File: src/rtl/connect4_turn_ctrl.sv
// connect4_turn_ctrl: turn sequencer for a two-player Connect-4 board.
// It accepts a move from the human or the AI, drives the drop command to the
// board, runs the win/draw checker, then passes the turn or ends the game.
// Optional build macro: TURN_TIMEOUT_EN adds a per-turn timer. When the timer
// expires, the controller plays the lowest free column on the player's behalf.
module connect4_turn_ctrl #(
    parameter int NUM_COLS       = 7,
    parameter int TIMEOUT_CYCLES = 100000000
) (
    input  logic                clk,
    input  logic                rst,
    input  logic [2:0]          human_col,
    input  logic                human_valid,
    input  logic                ai_mode,
    output logic                ai_req,
    input  logic [2:0]          ai_col,
    input  logic                ai_valid,
    input  logic [NUM_COLS-1:0] col_full,
    output logic                drop_valid,
    output logic [2:0]          drop_col,
    output logic                drop_player,
    input  logic                drop_ready,
    output logic                chk_start,
    input  logic                chk_done,
    input  logic                chk_win,
    input  logic                chk_draw,
    input  logic                new_game,
    output logic                player,
    output logic                game_over,
    output logic [1:0]          winner,
    output logic [5:0]          moves,
    output logic                illegal,
    output logic                timeout
);

    typedef enum logic [1:0] {TURN, ISSUE, CHECK, OVER} state_t;

    localparam logic [5:0] MAX_MOVES = 6'd42;

    state_t     state;
    state_t     state_next;
    logic [2:0] col_q;
    logic [7:0] full_ext;
    logic       ai_turn;
    logic       req_valid;
    logic [2:0] req_col;
    logic       req_legal;
    logic       force_move;
    logic [2:0] free_col;
    logic [2:0] col_next;
    logic       load_col;
    logic       illegal_next;
    logic       transfer;
    logic       toggle;
    logic       end_game;
    logic [1:0] winner_next;

    // Widen the full map to all eight encodable columns so that out-of-range columns read as full.
    always_comb begin
        full_ext = '1;
        for (int i = 0; i < NUM_COLS && i < 8; i++) full_ext[i] = col_full[i];
    end

    // Only the side whose turn it is gets sampled; the other source is ignored.
    assign ai_turn   = player & ai_mode;
    assign req_valid = ai_turn ? ai_valid : human_valid;
    assign req_col   = ai_turn ? ai_col : human_col;
    assign req_legal = ~full_ext[req_col];

    assign game_over   = (state == OVER);
    assign ai_req      = (state == TURN) & ai_turn;
    assign drop_valid  = (state == ISSUE);
    assign drop_col    = drop_valid ? col_q : 3'd0;
    assign drop_player = drop_valid & player;

`ifdef TURN_TIMEOUT_EN
    localparam int TW = $clog2(TIMEOUT_CYCLES + 1);

    logic [TW-1:0] timer;
    logic          timer_expired;
    logic          any_free;

    // Find the lowest-indexed non-full column, which becomes the forced move on timeout.
    always_comb begin
        any_free = 1'b0;
        free_col = 3'd0;
        for (int i = 7; i >= 0; i--) begin
            if (!full_ext[i]) begin
                any_free = 1'b1;
                free_col = 3'(i);
            end
        end
    end

    assign timer_expired = (state == TURN) && (timer == TW'(TIMEOUT_CYCLES - 1));
    // A legal request in the expiry cycle wins over the forced move.
    assign force_move    = timer_expired & any_free & ~(req_valid & req_legal);

    // Turn timer. It is held at zero outside TURN so that each entry to TURN starts a fresh count.
    always_ff @(posedge clk) begin
        if (rst || new_game || state != TURN) timer <= '0;
        else if (!timer_expired)              timer <= timer + TW'(1);
    end

    // One-cycle timeout pulse, aligned with the first ISSUE cycle of the forced move.
    always_ff @(posedge clk) begin
        if (rst || new_game) timeout <= 1'b0;
        else                 timeout <= force_move;
    end
`else
    // Without the timer TIMEOUT_CYCLES has no effect. It is still referenced so both builds share one parameter list.
    assign force_move = 1'b0 && (TIMEOUT_CYCLES > 0);
    assign free_col   = 3'd0;
    assign timeout    = 1'b0;
`endif

    // Next-state decode and the per-cycle control strobes that drive the datapath.
    always_comb begin
        // NOTE: every signal written here is given a default first, so no path through the case infers a latch.
        state_next   = state;
        load_col     = 1'b0;
        col_next     = req_col;
        illegal_next = 1'b0;
        transfer     = 1'b0;
        toggle       = 1'b0;
        end_game     = 1'b0;
        winner_next  = 2'b00;
        unique case (state)
            TURN: begin
                if (req_valid && req_legal) begin
                    load_col   = 1'b1;
                    state_next = ISSUE;
                end else begin
                    illegal_next = req_valid;
                    if (force_move) begin
                        load_col   = 1'b1;
                        col_next   = free_col;
                        state_next = ISSUE;
                    end
                end
            end
            ISSUE: begin
                if (drop_ready) begin
                    transfer   = 1'b1;
                    state_next = CHECK;
                end
            end
            CHECK: begin
                if (chk_done) begin
                    if (chk_win) begin
                        end_game    = 1'b1;
                        winner_next = player ? 2'b10 : 2'b01;
                        state_next  = OVER;
                    end else if (chk_draw) begin
                        end_game    = 1'b1;
                        winner_next = 2'b11;
                        state_next  = OVER;
                    end else begin
                        toggle     = 1'b1;
                        state_next = TURN;
                    end
                end
            end
            OVER:    state_next = OVER;
            default: state_next = TURN;
        endcase
    end

    // State register and game datapath. rst and new_game restore the same start-of-game values.
    always_ff @(posedge clk) begin
        // NOTE: reset is synchronous here; rst is sampled at the clock edge like any other input.
        if (rst || new_game) begin
            // NOTE: sequential state uses non-blocking assignments so every reader sees pre-edge values.
            state     <= TURN;
            player    <= 1'b0;
            winner    <= 2'b00;
            moves     <= 6'd0;
            col_q     <= 3'd0;
            chk_start <= 1'b0;
            illegal   <= 1'b0;
        end else begin
            state     <= state_next;
            illegal   <= illegal_next;
            chk_start <= transfer;
            if (load_col)                       col_q  <= col_next;
            if (transfer && moves != MAX_MOVES) moves  <= moves + 6'd1;
            if (toggle)                         player <= ~player;
            if (end_game)                       winner <= winner_next;
        end
    end

endmodule

File: config.mk
export PLATFORM = sky130hd
export DESIGN_NAME = connect4_turn_ctrl
export DESIGN_NICKNAME = d
export VERILOG_FILES = /design/src/rtl/connect4_turn_ctrl.sv
export SDC_FILE = /design/constraint.sdc
export NUM_CORES = 1
export LEC_CHECK = 0
export ABC_CLOCK_PERIOD_IN_PS = 3650
export CORE_UTILIZATION = 30
export CTS_CLUSTER_SIZE = 14
export DETAILED_ROUTE_END_ITERATION = 10
export RECOVER_POWER = 50
export SLEW_MARGIN = 20
export SYNTH_ARGS = -nofsm -noshare
export SYNTH_HDL_FRONTEND = slang
export SYNTH_SLANG_ARGS = --single-unit
export TNS_END_PERCENT = 100
File: constraint.sdc
create_clock -name clk -period 3.65 [get_ports clk]
set_input_delay 0.5475 -clock clk [delete_from_list [all_inputs] [get_ports clk]]
set_output_delay 0.5475 -clock clk [all_outputs]
set_load 0.005 [all_outputs]
==> results of run 1 <==
-- flip-flops by register name, indices dropped and copies added, names as in the netlist --
name	flops
illegal	1
winner	2
moves	6
state	2
col_q	3
player	1
chk_start	1
-- area by class of cell --
| class | instances | area (µm²) | share of cell area, % |
|---|---|---|---|
| clock buffer | 3 | 22.5 | 1.63 |
| tap | 42 | 52.6 | 3.80 |
| timing repair buffer | 40 | 400 | 28.9 |
| multi-input combinational | 84 | 566 | 40.9 |
| inverter | 6 | 22.5 | 1.63 |
| sequential | 16 | 320 | 23.1 |
-- logic make-up (layout without fill, tap and decap cells) --
family / Yosys count / count (layout) / share of synthesized area [%]
mux: 7 / 7 / 7.95
buf+inv: 12 / 49 / 6.23
other cells: 1 / 1 / 0.397
simple gates: 48 / 48 / 28.2
flops: 16 / 16 / 33.9
xor+xnor: 6 / 6 / 5.56
compound gates: 20 / 20 / 15.1
fa+ha+maj: 2 / 2 / 2.65
-- power by group --
group	switching, mW	internal [mW]	total (mW)
sequential	0.00204	0.177	0.179
clock	0.0506	0.0383	0.0889
combinational	0.0245	0.0344	0.0589
total	0.0772	0.249	0.326
-- synth_stat cells (2+ instances only) --
cell / count / area [µm²]
o21ai_0: 2 / 10.0
xor2_1: 4 / 35.0
xnor2_1: 2 / 17.5
mux2i_1: 6 / 60.1
clkbuf_1: 2 / 7.51
and3_1: 6 / 37.5
buf_2: 2 / 10.0
nor2b_1: 2 / 12.5
dfxtp_1: 16 / 320
inv_1: 6 / 22.5
a211oi_1: 2 / 15.0
a21oi_1: 5 / 25.0
and2_1: 5 / 31.3
ha_1: 2 / 25.0
nand2_1: 10 / 37.5
o22ai_1: 2 / 12.5
nor2_1: 15 / 56.3
-- worst max-delay path, delay by kind of cell, from the launching register on --
family,cells,cell delay [ns]
AND/OR/NAND/NOR,2,0.80
flip-flops,1,0.52
buffers and inverters,1,0.50
-- metal layers --
layer / wire length (µm) / part of all wire, % / track usage, % / vias up
met5: 0 / 0 / 0 / -
met4: 27 / 1.3 / 5.10 / 0
met3: 83 / 3.9 / 3.79 / 2
met2: 1060 / 49 / 21.8 / 17
met1: 980 / 46 / 16.0 / 403
li1: - / - / - / 465
-- worst max path at each step --
| stage | depth (start not counted) | endpoint | start |
|---|---|---|---|
| detailed placement | 7 | col_q[0] | ai_mode |
| global placement | 7 | col_q[0] | ai_mode |
| finish | 3 | drop_col[0] | state[0] |
| global route | 3 | drop_col[1] | state[0] |
| floorplan | 6 | col_q[0] | ai_mode |
| CTS | 3 | drop_col[1] | state[0] |
==> results.toml, run 1 <==
[synthesis]
async_flop_share_pct = 0
synth-edff-count = 0
syn_nets = 137
syn_area_per_cell_um2 = 8.43
synthCells = 112
yosys.cell_types.count = 40
synthFlopType = "dfxtp_1"
ys_warn_count = 0
synthesis.area_um2 = 945
yosysSeqAreaShare_pct = 33.9
synth_seq_cells = 16

[setup_path]
r2r_start = "state[0]"
path_class = "reg -> out"
required_ns = 3.10
critPathSlowestCell = "nor2b_1"
end_kind = "primary output"
slowest_delay_ns = 0.58
worstSetupStartpointType = "flop"
reg2reg_slack_ns = 1.59
arrival_ns = 2.10
r2r_cells = 6
critPathMaxFanout = 10
worstPathCellList = "nor2b_1 > and2_1 > clkdlybuf4s50_1"
worstReg2RegEnd = "moves[2]"

[final_layout]
fin_util_pct = 48.1
final_cell_mix = "clkdlybuf4s50_1 (28), dfxtp_1 (16), nor2_1 (15)"
final_common_cell = "clkdlybuf4s50_1"
syn_to_final_growth_pct = 46.5
fin_area_mm2 = 0.00138
drive_gt1_share_pct = 6.71
diodes = 0
n_fill_cell = 285
stdcell_count = 191
fin_nets = 176

[sta]
clock.fmax_mhz = 377
setup-tns-final_ns = 0
hold_viol = 0
worst_pin_slew_ns = 0.642
fin_hold_ws_ns = 0.465
setup_viol = 0
setup_ws_ns = 0.999
finalCritPeriodShare_pct = 72.6
finalCriticalPeriod_ns = 2.65
rsz0062_at_grt = "false"
slew_violations = 0
skew_ns = 0.00952
slew-limit-headroom_pct = 57.1

[global_routing]
grt_pass1_vias = 791
antenna_found_initial = 0
overflow = 0
grt_usage_pct = 13.1
grt_pass1_wl_mm = 3.38
grt_max_degree = 16

[floorplanning]
core_area_mm2 = 0.00288
die_area_mm2 = 0.00338
die_w_um = 58.1
fp-row-count = 19
io_pins = 42
start_util_pct = 32.8
dieHeight_um = 58.1

[power]
cellPowerDensity_mw_per_mm2 = 236
leakage_nw = 0.593
ir_drop_v = 0.000198
total_power_uw = 326

[cts]
clock_path_buffers = 2
cts_root_buffer = "clkbuf_4"
cts_buffers = 3
postCtsSetupBuffers = 0
postCtsHoldBufs = 0
postCtsResizedCells = 0
cts_tree = "yes"
clk_pin_slew_ns = 0.09
cts_sinks = 16
clk_latency_ns = 0.28
htree_num_levels = 1

[routing]
wl_per_cell_um = 11.2
drt_iter0_drc = 14
vias = 887
ant_nets = 0
drc_errors = 0
firstDrtPassIters = 4
vias_per_cell = 4.64
routed_wl_mm = 2.15

[placement]
pre_cts_ws_ns = 1.15
place_inst = 188
dpl_cell_area_mm2 = 0.00136
gp_routability_congestion = 0.797
port_buffers = 40
dpl.hpwl_mm = 1.70

[outcome]
status = "complete, no violations"

[min_path]
hp-class = "reg -> reg"
whs_endpoint = "col_q[1]"
whs_path_depth = 2
hold_start = "col_q[1]"

[job]
drv_cap = 0
No activity file was read; power rests on OpenSTA's default activity.
==> run 2: changes to the inputs <==
ABC_CLOCK_PERIOD_IN_PS = 2220   (was 3650)
clock period = 2.22 ns   (was 3.65 ns; I/O delays follow)
==> run 2 against run 1 <==
  * Largest cell class unchanged
  * Core utilization rose by 1.6 points
  * Via count grew 4.1%
  * Non-clock buffer count grew 6
  * Power increased by 66%
==> results.toml, run 2 (synthesis gave the netlist of run 1 again) <==
[final_layout]
n_fill_cell = 304
fin_nets = 182
drive_gt1_share_pct = 10.3
diodes = 0
top_regs = "moves x6, col_q x3"
largest_reg_flops = 6
largest-register = "moves"
stdcell_count = 197
final_cell_mix = "clkdlybuf4s50_1 (28), dfxtp_1 (16), nor2_1 (15)"
syn_to_final_growth_pct = 51.3
final_common_cell = "clkdlybuf4s50_1"

[cts]
cts_sinks = 16
htree_num_levels = 1
clock_path_buffers = 2
postCtsSetupBuffers = 0
clk_pin_slew_ns = 0.08
cts_root_buffer = "clkbuf_4"
postCtsResizedCells = 0
cts_tree = "yes"
cts_buffers = 3
postCtsHoldBufs = 0
clk_latency_ns = 0.28

[placement]
place_inst = 194
dpl.hpwl_mm = 1.85
gp_routability_congestion = 0.834
port_buffers = 40

[power]
leakage_nw = 0.623
cellPowerDensity_mw_per_mm2 = 378
ir_drop_v = 0.000268

[sta]
hold_viol = 0
fin_hold_ws_ns = 0.467
finalCritPeriodShare_pct = 94.2
finalCriticalPeriod_ns = 2.09
clock.fmax_mhz = 478
rsz0062_at_grt = "false"
slew_violations = 0
setup_viol = 0
skew_ns = 0.00193

[global_routing]
grt_pass1_vias = 896
antenna_found_initial = 0
grt_usage_pct = 14.6
grt_max_degree = 16
grt_pass1_wl_mm = 3.81
overflow = 0

[setup_path]
cp_top_family = "buffers and inverters"
worstPathCellList = "clkdlybuf4s50_1 > nand2_4 > buf_4 > nor3_1 > clkdlybuf4s50_1"
arrival_ns = 1.76
worstSetupStartpointType = "input port"
reg2reg_slack_ns = 0.35
cp_num_buf_inv = 3
end_kind = "primary output"
worstSetupEndpoint = "ai_req"
required_ns = 1.89
startpoint = "ai_mode"
path_class = "in -> out"
crit_top_cell = "clkdlybuf4s50_1"
critPathMaxFanout = 6
slowest_delay_ns = 0.53
worstReg2RegEnd = "col_q[0]"
critPathSlowestCell = "clkdlybuf4s50_1"
r2r_cells = 6
critical_path_depth = 5
r2r_start = "player"

[routing]
ant_nets = 0
routed_wl_mm = 2.24
firstDrtPassIters = 4
vias_per_cell = 4.69
wl_per_cell_um = 11.4
vias = 923
drc_errors = 0
drt_iter0_drc = 18

[floorplanning]
io_pins = 42
core_area_mm2 = 0.00288
dieHeight_um = 58.1
die_w_um = 58.1
fp-row-count = 19
start_util_pct = 32.8
die_area_mm2 = 0.00338

[outcome]
status = "complete, no violations"

[job]
drv_cap = 0

[min_path]
hp-class = "reg -> reg"
[run 2: changes by cell type in the layout (fill, tap and decap cells not counted), sizes merged]
cell,change
buf,+6
[run 2: report_power, final]
group          internal [mW]  leakage, nW  switching [mW]
registers              0.290        0.129         0.00200
logic                 0.0612        0.480          0.0430
clock network         0.0629       0.0138          0.0815
[run 2: worst min-delay path by stage]
stage | start | endpoint | slack (ns) | cells past startpoint
after CTS | col_q[1] | col_q[1] | 0.47 | 2
after global placement | col_q[1] | col_q[1] | 0.45 | 2
after global routing | col_q[1] | col_q[1] | 0.50 | 2
final | col_q[1] | col_q[1] | 0.47 | 2
after detailed placement | col_q[1] | col_q[1] | 0.45 | 2
after floorplan | col_q[1] | col_q[1] | 0.43 | 2
[run 2: final cells by class]
| type | instances | area, µm² | area share (%) |
|---|---|---|---|
| repair buffers | 46 | 445 | 31.2 |
| multi-input cells | 84 | 566 | 39.6 |
| flip-flops and latches | 16 | 320 | 22.4 |
| inverters | 6 | 22.5 | 1.58 |
| clock buffers | 3 | 22.5 | 1.58 |
| well taps | 42 | 52.6 | 3.68 |
[run 2: per-stage QoR]
stage | TNS [ns] | power [mW] | area, µm² | setup WS [ns] | utilization (%)
global placement | 0 | 0.405 | 1410 | 0.0122 | 48.9
detailed placement | -0.0205 | 0.404 | 1410 | -0.0205 | 48.9
global route | 0 | 0.575 | 1430 | 0.0566 | 49.7
finish | 0 | 0.541 | 1430 | 0.128 | 49.7
floorplan | 0 | 0.346 | 945 | 0.444 | -
CTS | 0 | 0.554 | 1430 | 0.110 | 49.7
[run 2: worst register-to-register path, stage by stage (launching register included)]
cell	delay (ns)
dfxtp_1	0.50
nand2_4	0.08
mux2_4	0.34
mux2i_1	0.15
a211o_1	0.34
and3_1	0.18
a32o_1	0.19
[run 2: metal layers]
metal | vias to the layer above | GRT usage [%] | wire length [µm]
li1 | 477 | - | -
met2 | 20 | 23.3 | 1070
met4 | 0 | 6.12 | 29
met1 | 424 | 18.1 | 1050
met5 | - | 0 | 0
met3 | 2 | 4.46 | 83
==> run 3: changes to the inputs <==
ABC_CLOCK_PERIOD_IN_PS = 1960   (was 2220)
clock period = 1.96 ns   (was 2.22 ns; I/O delays follow)
==> run 3 against run 2 <==
  * Via count rose by 1.2%
  * Die area unchanged
  * Critical path depth fell by 1
  * Worst setup slack lost 0.042 ns
  * Register-to-register slack worse by 0.17 ns
  * Highest routed layer unchanged
  * Hold slack barely moved
  * Global-route usage up 0.41 points
  * Design area is 2.1% higher
==> results.toml, run 3 (synthesis gave the netlist of run 1 again) <==
[outcome]
status = "complete, no violations"

[placement]
dpl.hpwl_mm = 1.93
pre_cts_ws_ns = -0.252
port_buffers = 40
gp_routability_congestion = 0.813

[setup_path]
arrival_ns = 1.58
end_kind = "primary output"
required_ns = 1.67
path_class = "reg -> out"
critPathMaxFanout = 7
worstSetupStartpointType = "flop"

[sta]
setup-tns-final_ns = 0
rsz0062_at_grt = "false"
finalCritPeriodShare_pct = 95.6
hold_viol = 0
fin_hold_ws_ns = 0.468
slew-limit-headroom_pct = 62.7
setup_ws_ns = 0.0858
finalCriticalPeriod_ns = 1.87
setup_viol = 0
slew_violations = 0
worst_pin_slew_ns = 0.559
skew_ns = 0.00651
clock.fmax_mhz = 534

[routing]
wl_per_cell_um = 11.9
vias = 934
ant_nets = 0
firstDrtPassIters = 4
routed_wl_mm = 2.39
drc_errors = 0
drt_iter0_drc = 20
vias_per_cell = 4.65

[power]
leakage_nw = 0.654
cellPowerDensity_mw_per_mm2 = 428
total_power_uw = 625
ir_drop_v = 0.000253

[job]
drv_cap = 0

[cts]
htree_num_levels = 1
cts_sinks = 16
cts_tree = "yes"
clk_pin_slew_ns = 0.08
postCtsHoldBufs = 0
clock_path_buffers = 2
postCtsSetupBuffers = 0
cts_root_buffer = "clkbuf_4"
cts_buffers = 3
clk_latency_ns = 0.29

[floorplanning]
dieHeight_um = 58.1
start_util_pct = 32.8
fp-row-count = 19
io_pins = 42
die_w_um = 58.1
core_area_mm2 = 0.00288
die_area_mm2 = 0.00338

[global_routing]
grt_pass1_vias = 877
grt_usage_pct = 15.0
grt_pass1_wl_mm = 3.84
grt_max_degree = 13
overflow = 0
antenna_found_initial = 0

[final_layout]
largest_reg_flops = 6
n_fill_cell = 296
fin_util_pct = 50.7
top_regs = "moves x6, col_q x3"
diodes = 0
syn_to_final_growth_pct = 54.4
final_common_cell = "clkdlybuf4s50_1"
drive_gt1_share_pct = 12.6
final_cell_mix = "clkdlybuf4s50_1 (27), dfxtp_1 (16), nor2_1 (15)"
fin_nets = 186
largest-register = "moves"

[min_path]
hp-class = "reg -> reg"
==> run 3: cell type report <==
class	instances	area, µm²	share of cell area [%]
multi-input cells	84	568	38.9
flip-flops and latches	16	320	22.0
repair buffers	50	473	32.4
well taps	42	52.6	3.60
inverters	6	22.5	1.54
clock buffers	3	22.5	1.54
==> run 3: report_power, final <==
part | total, mW | leakage, nW | internal (mW) | switching, mW
registers | 0.331 | 0.129 | 0.329 | 0.00201
clock network | 0.172 | 0.0138 | 0.0715 | 0.101
logic | 0.122 | 0.511 | 0.0712 | 0.0508
total | 0.625 | 0.654 | 0.471 | 0.154
==> run 3: metrics by stage <==
stage	instances	instance area [µm²]
6_report	201	1460
4_1_cts	201	1460
2_1_floorplan	112	945
5_1_grt	201	1460
3_3_place_gp	198	1440
3_5_place_dp	198	1440
==> run 3: layer usage <==
layer / global-route usage, % / up-vias / share of wire (%)
met1: 19.5 / 428 / 47
li1: - / 484 / -
met2: 23.5 / 18 / 48
met5: 0 / - / 0
met4: 6.80 / 0 / 1.6
met3: 3.57 / 4 / 3.2
==> run 3: what timing repair did <==
action	4_1_cts	5_1_grt
endpoints found under the setup margin	1	4
endpoints found under the hold margin	0	0
resized for setup	1	2
cloned	0	0
==> run 3: path summary, 6_finish.rpt <==
kind,depth (start not counted),slack (ns),to,start
worst max-delay path,4,0.09,drop_col[0],state[0]
worst min-delay path,2,0.47,col_q[1],col_q[1]
worst min register to register,2,0.47,col_q[1],col_q[1]
worst max register to register,7,0.18,col_q[0],player
==> run 3: worst max-delay path: stages (launching register included) <==
cell	delay [ns]
dfxtp_1	0.35
nor2b_2	0.15
buf_4	0.16
and2_1	0.14
clkdlybuf4s50_1	0.50
